===== config.mk =====
export PLATFORM = sky130hd
export DESIGN_NAME = multibyte_instruction_register
export DESIGN_NICKNAME = d
export VERILOG_FILES = /design/src/rtl/multibyte_instruction_register.sv
export SDC_FILE = /design/constraint.sdc
export NUM_CORES = 1
export LEC_CHECK = 0
export ABC_AREA = 1
export BUFFER_PORTS_ARGS = -buffer_cell sky130_fd_sc_hd__buf_2
export CAP_MARGIN = 5
export CORE_MARGIN = 4
export CORE_UTILIZATION = 52
export CTS_CLUSTER_SIZE = 16
export DETAILED_ROUTE_END_ITERATION = 8
export HOLD_SLACK_MARGIN = 0.06
export PLACE_DENSITY = 0.89
export SLEW_MARGIN = 5
export SYNTH_ARGS = -nofsm -noshare
export SYNTH_HDL_FRONTEND = slang
export SYNTH_SLANG_ARGS = --single-unit

===== constraint.sdc =====
create_clock -name clock -period 1.3 [get_ports clock]
set_input_delay 0.13 -clock clock [delete_from_list [all_inputs] [get_ports clock]]
set_output_delay 0.13 -clock clock [all_outputs]
set_load 0.1 [all_outputs]

===== src/rtl/multibyte_instruction_register.sv =====
// Instruction register that assembles an opcode byte plus up to MAX_OPERANDS operand bytes
// from the W bus, and drives a selected field back onto the bus through a registered output.
module multibyte_instruction_register #(
  parameter int DATA_W       = 8,
  parameter int OPCODE_W     = 4,
  parameter int MAX_OPERANDS = 2,
  parameter int CNT_W        = $clog2(MAX_OPERANDS + 1)
) (
  input  logic                           clock,
  input  logic                           reset,
  input  logic                           load_n,
  input  logic                           output_n,
  input  logic                           clear,
  input  logic [DATA_W-1:0]              w_bus_in,
  input  logic [CNT_W-1:0]               operand_count,
  input  logic [CNT_W-1:0]               out_sel,
  output logic [DATA_W-1:0]              w_bus_out,
  output logic                           w_bus_oe,
  output logic [OPCODE_W-1:0]            opcode,
  output logic [MAX_OPERANDS*DATA_W-1:0] operand,
  output logic                           instr_valid,
  output logic                           busy,
  output logic                           len_err
);

  localparam logic [CNT_W-1:0] MAX_CNT = CNT_W'(MAX_OPERANDS);

  typedef enum logic [1:0] {IDLE, FETCH, COMPLETE} state_t;

  state_t            state;
  logic [DATA_W-1:0] opcode_byte;
  logic [DATA_W-1:0] operand_bytes [MAX_OPERANDS];
  logic [CNT_W-1:0]  idx;
  logic [CNT_W-1:0]  target;
  logic [CNT_W-1:0]  capture_target;
  logic              capture_err;
  logic [DATA_W-1:0] sel_byte;

  // Oversized operand counts saturate so the fetch always terminates.
  always_comb begin
    capture_err    = (operand_count > MAX_CNT);
    capture_target = capture_err ? MAX_CNT : operand_count;
  end

  always_ff @(posedge clock or posedge reset) begin
    if (reset) begin
      state       <= IDLE;
      opcode_byte <= '0;
      for (int i = 0; i < MAX_OPERANDS; i++) operand_bytes[i] <= '0;
      idx         <= '0;
      target      <= '0;
      instr_valid <= 1'b0;
      busy        <= 1'b0;
      len_err     <= 1'b0;
    end else if (clear) begin
      state       <= IDLE;
      idx         <= '0;
      instr_valid <= 1'b0;
      busy        <= 1'b0;
    end else if (!load_n) begin
      case (state)
        IDLE, COMPLETE: begin
          opcode_byte <= w_bus_in;
          for (int i = 0; i < MAX_OPERANDS; i++) operand_bytes[i] <= '0;
          target  <= capture_target;
          len_err <= capture_err;
          idx     <= '0;
          if (capture_target == '0) begin
            state       <= COMPLETE;
            instr_valid <= 1'b1;
            busy        <= 1'b0;
          end else begin
            state       <= FETCH;
            instr_valid <= 1'b0;
            busy        <= 1'b1;
          end
        end
        FETCH: begin
          for (int i = 0; i < MAX_OPERANDS; i++)
            if (idx == CNT_W'(i)) operand_bytes[i] <= w_bus_in;
          if (idx == target - 1'b1) begin
            state       <= COMPLETE;
            instr_valid <= 1'b1;
            busy        <= 1'b0;
          end else begin
            idx <= idx + 1'b1;
          end
        end
        default: begin
          state       <= IDLE;
          instr_valid <= 1'b0;
          busy        <= 1'b0;
        end
      endcase
    end
  end

  // Field select reads the pre-load contents, so a same-cycle load shows up one cycle later.
  always_comb begin
    sel_byte = '0;
    if (out_sel == '0) sel_byte = DATA_W'(opcode_byte[DATA_W-OPCODE_W-1:0]);
    for (int i = 0; i < MAX_OPERANDS; i++)
      if (out_sel == CNT_W'(i + 1)) sel_byte = operand_bytes[i];
  end

  always_ff @(posedge clock or posedge reset) begin
    if (reset) begin
      w_bus_out <= '0;
      w_bus_oe  <= 1'b0;
    end else begin
      w_bus_oe  <= ~output_n;
      w_bus_out <= output_n ? '0 : sel_byte;
    end
  end

  assign opcode = opcode_byte[DATA_W-1 -: OPCODE_W];

  for (genvar g = 0; g < MAX_OPERANDS; g++) begin : g_operand
    assign operand[g*DATA_W +: DATA_W] = operand_bytes[g];
  end

endmodule


==> results.md, run 1 <==
- Hold/Removal Path Class: input port to flop
- CTS tree: done
- Clock transition at path regs: approximately 0.080 ns
- Routed wire length: between 4000 and 5000 µm
- Most frequent cells in the layout: nand2_1 (87), buf_2 (47), dfrtp_1 (40)
- Multi-input logic area: 748 µm²
- Row cnt: 21
- Fraction of layout cells with a size suffix above 1: a little over a quarter
- Gr ovfl total: 0
- FILL cells: between 200 and 300
- Mean area per synthesized cell: between 8 and 9 µm²
- Crit Path Class: flop to flop
- Final Max Tran Viols: 0
- GPL Wtd Cong: 0.825
- Setup crit start: instr_valid
- Pin count of the biggest net entering global routing: 42
- Grt met2 use: between 30% and 40%
- Die X-Extent: around 69 µm
- Reg2Reg Setup Slack: -0.0002 ns
- Register Area: just over 1000 µm²
- Worst Reg-to-Reg Cells: 6
- Final setup TNS: -0.000214 ns
- Number of CTS-inserted buffers: 5
- CTS Sinks: 41
- Post-synthesis cell count: 233
- Antenna violations before repair: 0
- Yosys warning count: 0
- Commonest non-fill, non-tap cell in the layout: nand2_1
- Part of the Yosys area used for sequential elements: between 50% and 60%
- Root Buffer: clkbuf_8
- Fin crit share: 100%
- Avg Vias per Cell: 5.02
- Capture point of the worst path: operand[11]
- Area Overhead vs Synth: 25.8%
- Antenna Nets Post-Route: 0
- # IOs: just under 50
- Final Hold Fails: 0
- Critical Path Sink Type: flop
- Drt drc: 0
- Met3 usage: under 10%
- Setup-failing EPs final: 1
- Non-Filler Instances: around 340
- Drt pass-1 iters: 4
- Required time worst endpoint: 1.49 ns
- Starting density of the core: between 50% and 60%
- Die Y: between 60 and 70 µm
- Clock Latency Late Sink: 0.30 ns
- Post-route worst setup slack: -0.000214 ns
- Total Power: about 3700 µW
- Slew HR: roughly two thirds
- Max H-tree Level: 2
- Global Route met1 Usage: about a quarter
- GRT busiest layer: met2
- Min Hold Slack: between 0.07 and 0.08 ns
- Initial DRC Count: 193
- Failing checks: setup timing
- Cell area after synthesis: slightly below 2000 µm²
- Fin crit period: around 1.3 ns
- Worst reg2reg path endpoint: operand[11]
- Netlist cell types: 19
- Pwr dens: ~1500 nW/µm²
- CP max FO: 12
- Slew @ Worst Pin: 0.501 ns
- Max VDD drop: 0.000920 V
- Syn_nets: approximately 250
- Via count: roughly 1700
- Wire length per cell: around 13 µm
- Pre-CTS setup slack: between 0.0002 and 0.00025 ns
- Hold-critical path depth: 3
- Vias in the first global route: between 1500 and 2000
- Clock skew: roughly 0.0064 ns
- Startpoint Class: flop
- Crit path DAT: 1.49 ns
- Max Root-Sink Buffers: 2
- Total of max-cap violations: 0
- Port buffer count: 48
- #FFs+latches synth: a little over 40
- Status: finished, violations left
- First-pass GRT wire length: ~6900 µm
- Unrepaired setup endpoints after global routing: yes
- Final HPWL DP: 3200 µm
- P_leak: ~0.0014 µW
- Die footprint: between 4000 and 5000 µm²
- Total GRT Usage: 20.3%
- Reg2Reg Launch Point: instr_valid
- FMAX: between 700 and 800 MHz
- Core ar.: 3440 µm²
- Fin nets: about 310
- Inst Count DP: roughly 320
- Diodes inserted: 0
## registers in the layout (all words and copies together) (netlist names)
| register | cells |
|---|---|
| operand | 16 |
| opcode_byte | 8 |
| w_bus_out | 8 |
| idx | 2 |
| target | 2 |
| busy | 1 |
| instr_valid | 1 |
| len_err | 1 |
| state | 1 |
| w_bus_oe | 1 |
## report_power, final
part	leakage, µW	total (µW)	internal (µW)	switching [µW]
clock	0.0000543	1050	575	471
combinational	0.000792	1190	227	967
sequential	0.000544	1480	1400	80.3
total	0.00139	3720	2200	1520
## area by class of cell
type                            instances  area share (%)
Tap cell                               46            2.38
Clock inverter                          3            1.92
Timing Repair Buffer                   58            14.9
Sequential cell                        41            42.6
Clock buffer                            5            2.85
Inverter                               27            4.40
Multi-Input combinational cell        159            31.0
## synth_stat cells (all sizes together)
cell type / number / area (µm²)
buf: 7 / 57.6
nor2: 22 / 136
nand2: 89 / 344
dfrtp: 41 / 1030
nand4: 1 / 6.26
o21ai: 27 / 135
nor3: 1 / 10.0
inv: 27 / 101
a21oi: 5 / 25.0
nand3: 11 / 55.1
ha: 2 / 25.0
## logic make-up after synthesis
group | after synthesis | synth area share (%)
AND/OR/NAND/NOR | 124 | 28.7
flip-flops | 41 | 53.4
buffers and inverters | 34 | 8.27
AO/OA/AOI/OAI | 32 | 8.33
adder cells (fa/ha/maj) | 2 | 1.30
## worst min path at each step
stage	from	end	slack (ns)
after CTS	operand_count[1]	target[1]	0.07
after global routing	operand_count[0]	target[0]	0.1
after floorplan	output_n	w_bus_out[4]	0.19
after global placement	reset	w_bus_out[1]	0.20
after detailed placement	reset	opcode_byte[6]	0.21
final	operand_count[1]	target[1]	0.07
## routing by layer
layer	share of wire (%)	wire length (µm)
met5	0	0
met4	1.8	79
met3	5.8	254
met2	51	2250
met1	41	1800
## worst max-delay path: stages (launching register included)
cell	delay, ns
dfrtp_4	0.51
nor2_4	0.19
inv_6	0.10
nor2_8	0.18
nor2_4	0.09
nand2_1	0.08
nand2_1	0.06
## stage by stage
step	area, µm²	util (%)
after floorplan	1930	-
after global placement	2220	64.6
after detailed placement	2220	64.6
after CTS	2370	68.8
after global routing	2420	70.2
final	2420	70.2
## repair_timing
item / CTS / global route
endpoints found under the hold margin: 45 / 0
resized for setup: 1 / 5
pin swaps: 1 / 5
setup buffers: 0 / 4
setup endpoints to repair: 4 / 17
gates cloned: 1 / 0
hold buffers: 2 / 0
No activity file was read; power rests on OpenSTA's default activity.
==> run 2: changes to the inputs <==
CORE_UTILIZATION = 54   (was 52)
CTS_BUF_LIST = sky130_fd_sc_hd__clkbuf_4 sky130_fd_sc_hd__clkbuf_8   (was unset)
CTS_CLUSTER_DIAMETER = 120   (was unset)
PLACE_DENSITY = 0.92   (was 0.89)
clock period = 1.41 ns   (was 1.3 ns; I/O delays follow)
==> run 2 against run 1 <==
Against the previous run:
- the run now ends clean
- non-clock buffer count is 2 higher
- first-iteration DRC count is 19% lower
- sequential cell count is the same
- critical path type is now flop to primary output
- core utilization increased by 0.42 points
==> results.md, run 2 (same netlist as run 1, synthesis figures left out) <==
- Pwr dens: 1420 nW/µm² (-7.5%)
- Status: finished, final reports clean
- Unrepaired setup endpoints after global routing: yes
- CTS tree: done
- Wire length per cell: 12.8 µm (-1.3%)
- Critical Path Sink Type: primary output
- Port buffer count: 48 (unchanged)
- CP max-delay cell: buf_2
- Final Hold Fails: 0 (unchanged)
- Slew HR: 67.2% (+0.36 points)
- Via count: 1715 (+0.82%)
- Max Root-Sink Buffers: 2 (unchanged)
- Final HPWL DP: 3260 µm (+1.8%)
- Min Hold Slack: 0.0616 ns (-0.00934 ns)
- Post-route worst setup slack: 0.0510 ns (+0.0512 ns)
- Max H-tree Level: 2 (unchanged)
- Slew @ Worst Pin: 0.495 ns (-0.00537 ns)
- Root Buffer: clkbuf_4
- Fin nets: 312 (+0.32%)
- P_leak: 0.00139 µW (+0.16%)
- Total Power: 3410 µW (-8.3%)
- Cell family with most CP delay: buffers and inverters
- Clock transition at path regs: 0.13 ns (+0.05 ns)
- Total of max-cap violations: 0 (unchanged)
- Startpoint Class: flop
- Core ar.: 3390 µm² (-1.5%)
- Fin crit share: approximately 96%
- Final setup TNS: 0 ns (+0.000214 ns)
- FMAX: 736 MHz
- Final Max Tran Viols: 0 (unchanged)
- Die Y: 67.7 µm (-1.7%)
- Starting density of the core: 56.7% (+0.87 points)
- Pre-CTS setup slack: 0.0910 ns (+0.0908 ns)
- Area Overhead vs Synth: 24.6%
- Die X-Extent: 67.7 µm (-1.7%)
- CTS Sinks: 41 (unchanged)
- Gr ovfl total: 0 (unchanged)
- Total GRT Usage: 21.1% (+0.81 points)
- Crit-path cells: buf_2
- # IOs: 49 (unchanged)
- Row cnt: 21 (unchanged)
- Commonest non-fill, non-tap cell in the layout: nand2_1
- Max VDD drop: 0.000672 V (-27%)
- Crit Path Class: flop to primary output
- Initial DRC Count: 157 (-19%)
- Antenna violations before repair: 0 (unchanged)
- Design area: 2390 µm² (-0.93%)
- Slowest cell delay on critical path: 0.44 ns (-0.07 ns)
- Drt pass-1 iters: 4 (unchanged)
- Pin count of the biggest net entering global routing: 42 (unchanged)
- Crit path DAT: 1.22 ns (-0.27 ns)
- Placed cell area: 2200 µm² (-1.0%)
- Die footprint: 4580 µm² (-3.3%)
- Clock Latency Late Sink: 0.37 ns (+0.07 ns)
- GPL Wtd Cong: 0.861 (+4.4%)
- Vias in the first global route: 1620 (+4.7%)
- Most frequent cells in the layout: nand2_1 (87), buf_2 (48), dfrtp_1 (40)
- Antenna Nets Post-Route: 0 (unchanged)
- Diodes inserted: 0 (unchanged)
- Hold/Removal Path Class: input port to flop
- Drt drc: 0 (unchanged)
- Max FFs per register: 16 (unchanged)
- Required time worst endpoint: 1.27 ns (-0.22 ns)
- Avg Vias per Cell: 5.04 (+0.53%)
- FILL cells: 272 (+4.2%)
- Clock skew: 0.0108 ns (+0.00437 ns)
- CP max FO: 3 (-9)
- Worst Path Buf+Inv: 1 (unchanged)
- Fin crit period: approximately 1.4 ns
- First-pass GRT wire length: 7130 µm (+3.8%)
- Fraction of layout cells with a size suffix above 1: 24.8% (-2.5 points)
- Number of CTS-inserted buffers: 5 (unchanged)
- Routed wire length: 4340 µm (-1.0%)
- Setup-failing EPs final: 0 (-1)
run 2: final timing paths:
check	to	cells after the start	start	slack, ns
worst min register to register	busy	2	busy	0.49
max in group asynchronous	instr_valid	4	reset	0.82
worst max register to register	operand[6]	6	instr_valid	0.09
worst max-delay path	operand[6]	1	operand[6]	0.05
worst min-delay path	opcode_byte[4]	3	w_bus_in[4]	0.06
min in group asynchronous	opcode_byte[3]	4	reset	0.36
run 2: worst min-delay path: cells and delay by family:
kind	cells	cell delay (ns)
buffers and inverters	2	0.16
AOI/OAI and AO/OA	1	0.09
run 2: timing repair:
item / CTS / global route
resized for setup: 1 / 4
hold endpoints to repair: 51 / 1
pin swaps: 0 / 1
endpoints found under the setup margin: 1 / 5
setup buffers: 0 / 2
hold buffers: 6 / 1
run 2: where the power goes:
part	internal [µW]	switching [µW]
Clock	558	414
Sequential	1290	77.9
Combinational	186	883
run 2: layout make-up:
type                            count  area (µm²)  share of cell area [%]
Clock buffer                        5        37.5                    1.57
Clock inverter                      3        68.8                    2.87
Inverter                           27         104                    4.34
Multi-Input combinational cell    158         737                    30.8
Sequential cell                    41        1030                    43.0
Tap cell                           46        57.6                    2.40
Timing Repair Buffer               60         360                    15.0
run 2: metrics by stage:
stage | cells | util, %
floorplan | 233 | -
global placement | 323 | 64.9
detailed placement | 323 | 64.9
CTS | 337 | 69.9
global route | 340 | 70.7
finish | 340 | 70.7
run 2: metal layers:
metal,routed length (µm),global-route usage (%),vias up
met5,0,0,-
met2,2270,38.3,62
met1,1690,23.4,804
met4,79,7.59,0
li1,-,-,839
met3,297,5.82,10
==> run 3: changes to the inputs <==
CORE_UTILIZATION = 49   (was 54)
PLACE_DENSITY = 0.89   (was 0.92)
clock period = 1.2 ns   (was 1.41 ns; I/O delays follow)
==> run 3 against run 2 <==
Against the previous run:
- register-to-register slack worse by 0.14 ns
- critical path depth is 5 higher
- via count is 4.9% higher
- critical path type is now flop to flop
- the flow now finishes with violations (setup timing)
==> results.md, run 3 (same netlist as run 1, synthesis figures left out) <==
- Clock skew: 0.00769 ns (-0.00311 ns)
- # IOs: 49 (unchanged)
- Total GRT Usage: 21.0% (-0.13 points)
- GPL Wtd Cong: 0.877 (+1.9%)
- Die footprint: 4990 µm² (+9.0%)
- Drt pass-1 iters: 4 (unchanged)
- Final setup TNS: -0.298 ns (-0.298 ns)
- Crit path DAT: 1.42 ns (+0.20 ns)
- Fin crit share: 104%
- Worst Reg-to-Reg Cells: 6 (unchanged)
- Final HPWL DP: 3550 µm (+9.1%)
- Worst reg2reg path endpoint: operand[12]
- Cell family with most CP delay: simple AND/OR/NAND/NOR gates
- Failing checks: setup timing
- Via count: 1799 (+4.9%)
- Wire length per cell: 14.6 µm (+14%)
- CP max FO: 8 (+5)
- Startpoint Class: flop
- Status: finished, violations left
- CP max-delay cell: dfrtp_4
- Antenna violations before repair: 0 (unchanged)
- Gr ovfl total: 0 (unchanged)
- P_leak: 0.00152 µW (+9.1%)
- Crit-path cells: nor2_4 -> inv_6 -> nor2_8 -> nor2_4 -> nand2_1 -> nand2_1
- Fraction of layout cells with a size suffix above 1: 40.5% (+16 points)
- Final Util: 78.8% (+8.2 points)
- Slew @ Worst Pin: 0.494 ns (-0.000839 ns)
- CTS tree: done
- Slew HR: 67.3% (about the same)
- Max H-tree Level: 2 (unchanged)
- Setup-failing EPs final: 14 (+14)
- First-pass GRT wire length: 8210 µm (+15%)
- Area Overhead vs Synth: 52.4%
- Hold/Removal Path Class: input port to flop
- FILL cells: 220 (-19%)
- Initial DRC Count: 153 (-2.5%)
- Reg2Reg Setup Slack: -0.05 ns (-0.14 ns)
- Highest metal used: met4
- Met2 wire len: 2750 µm (+21%)
- Max VDD drop: 0.00104 V (+55%)
- Met3 routed WL: 315 µm (+6.1%)
- Total of max-cap violations: 0 (unchanged)
- Vias in the first global route: 1772 (+9.4%)
- Number of CTS-inserted buffers: 5 (unchanged)
- Avg Vias per Cell: 5.11 (+1.3%)
- Commonest non-fill, non-tap cell in the layout: nand2_1
- WHS Endpoint: target[1]
- Required time worst endpoint: 1.38 ns (+0.11 ns)
- CTS Sinks: 41 (unchanged)
- Final Max Tran Viols: 0 (unchanged)
- Fin crit period: about 1.2 ns
- Drt drc: 0 (unchanged)
- Pwr dens: 1510 nW/µm² (+5.8%)
- Hold-critical path depth: 3 (unchanged)
- Hold path start: operand_count[1]
- Max FFs per register: 16 (unchanged)
- Clock transition at path regs: 0.08 ns (-0.05 ns)
- Reg2Reg Launch Point: instr_valid
- Max Root-Sink Buffers: 2 (unchanged)
- Port buffer count: 48 (unchanged)
- Wl on met1: 1900 µm (+12%)
- Worst Path Buf+Inv: 1 (unchanged)
- Root Buffer: clkbuf_8
- Post-route worst setup slack: -0.0454 ns (-0.0964 ns)
- Row cnt: 22 (+4.8%)
- Core ar.: 3720 µm² (+9.6%)
- Final Hold Fails: 0 (unchanged)
- Slowest cell delay on critical path: 0.51 ns (+0.07 ns)
- Most frequent cells in the layout: nand2_1 (81), buf_12 (25), inv_1 (24), dfrtp_1 (24), buf_2 (24)
- Unrepaired setup endpoints after global routing: yes
- Diodes inserted: 0 (unchanged)
- Crit Path Class: flop to flop
- Starting density of the core: 51.7% (-5.0 points)
- Setup crit start: instr_valid
- Die X-Extent: 70.6 µm (+4.4%)
- Antenna Nets Post-Route: 0 (unchanged)
- Fin nets: 322 (+3.2%)
- Pin count of the biggest net entering global routing: 42 (unchanged)
- Critical Path Sink Type: flop
- FMAX: roughly 800 MHz
- Clock Latency Late Sink: 0.29 ns (-0.08 ns)
- Routed wire length: 5130 µm (+18%)
- Die Y: 70.6 µm (+4.4%)
==> run 3: metal layers <==
metal	up-vias	track usage [%]
met1	852	22.9
li1	861	-
met5	-	0
met2	70	39.0
met4	0	8.56
met3	16	4.83
==> run 3: report_power, final <==
group / switching (µW) / internal (µW)
Clock: 457 / 640
Sequential: 141 / 1530
Combinational: 1100 / 547
Total: 1700 / 2720
==> run 3: how the worst max path moves through the flow <==
stage,end,slack (ns),depth (start not counted)
detailed placement,operand[3],-0.08,6
finish,operand[12],-0.05,6
global route,operand[2],-0.10,5
CTS,operand[3],-0.03,6
floorplan,operand[10],-0.16,7
global placement,operand[1],-0.02,6
==> run 3: layout make-up <==
type	instances	area, µm²	share of cell area, %
Timing Repair Buffer	69	787	26.9
Inverter	27	106	3.63
Clock inverter	2	35.0	1.20
Sequential cell	41	1050	35.8
Multi-Input combinational cell	159	815	27.8
Tap cell	48	60.1	2.05
Clock buffer	6	76.3	2.61
==> run 3: through the flow <==
stage	total power [µW]	instances	hold slack, ns	setup WS [ns]	cell area (µm²)
finish	4420	352	0.0843	-0.0454	2930
detailed placement	3250	333	0.207	-0.0777	2640
global placement	3210	333	0.190	-0.0237	2640
CTS	4380	350	0.0859	-0.0269	2860
floorplan	2680	233	0.183	-0.164	1950
global route	4570	352	0.130	-0.104	2930
==> run 3: what timing repair did <==
item	in CTS	in global routing
buffers inserted	6	2
gates resized for setup	16	20
setup endpoints to repair	15	25
pin swaps	8	7
endpoints found under the hold margin	42	0
gates cloned	1	0
hold buffers	2	0
==> run 3: worst reg2reg max path, stage by stage (launching register included) <==
cell and delay, ns:
dfrtp_4 0.51, nor2_4 0.14, inv_6 0.08, nor2_8 0.15, nor2_4 0.09, nand2_1 0.09
nand2_1 0.07
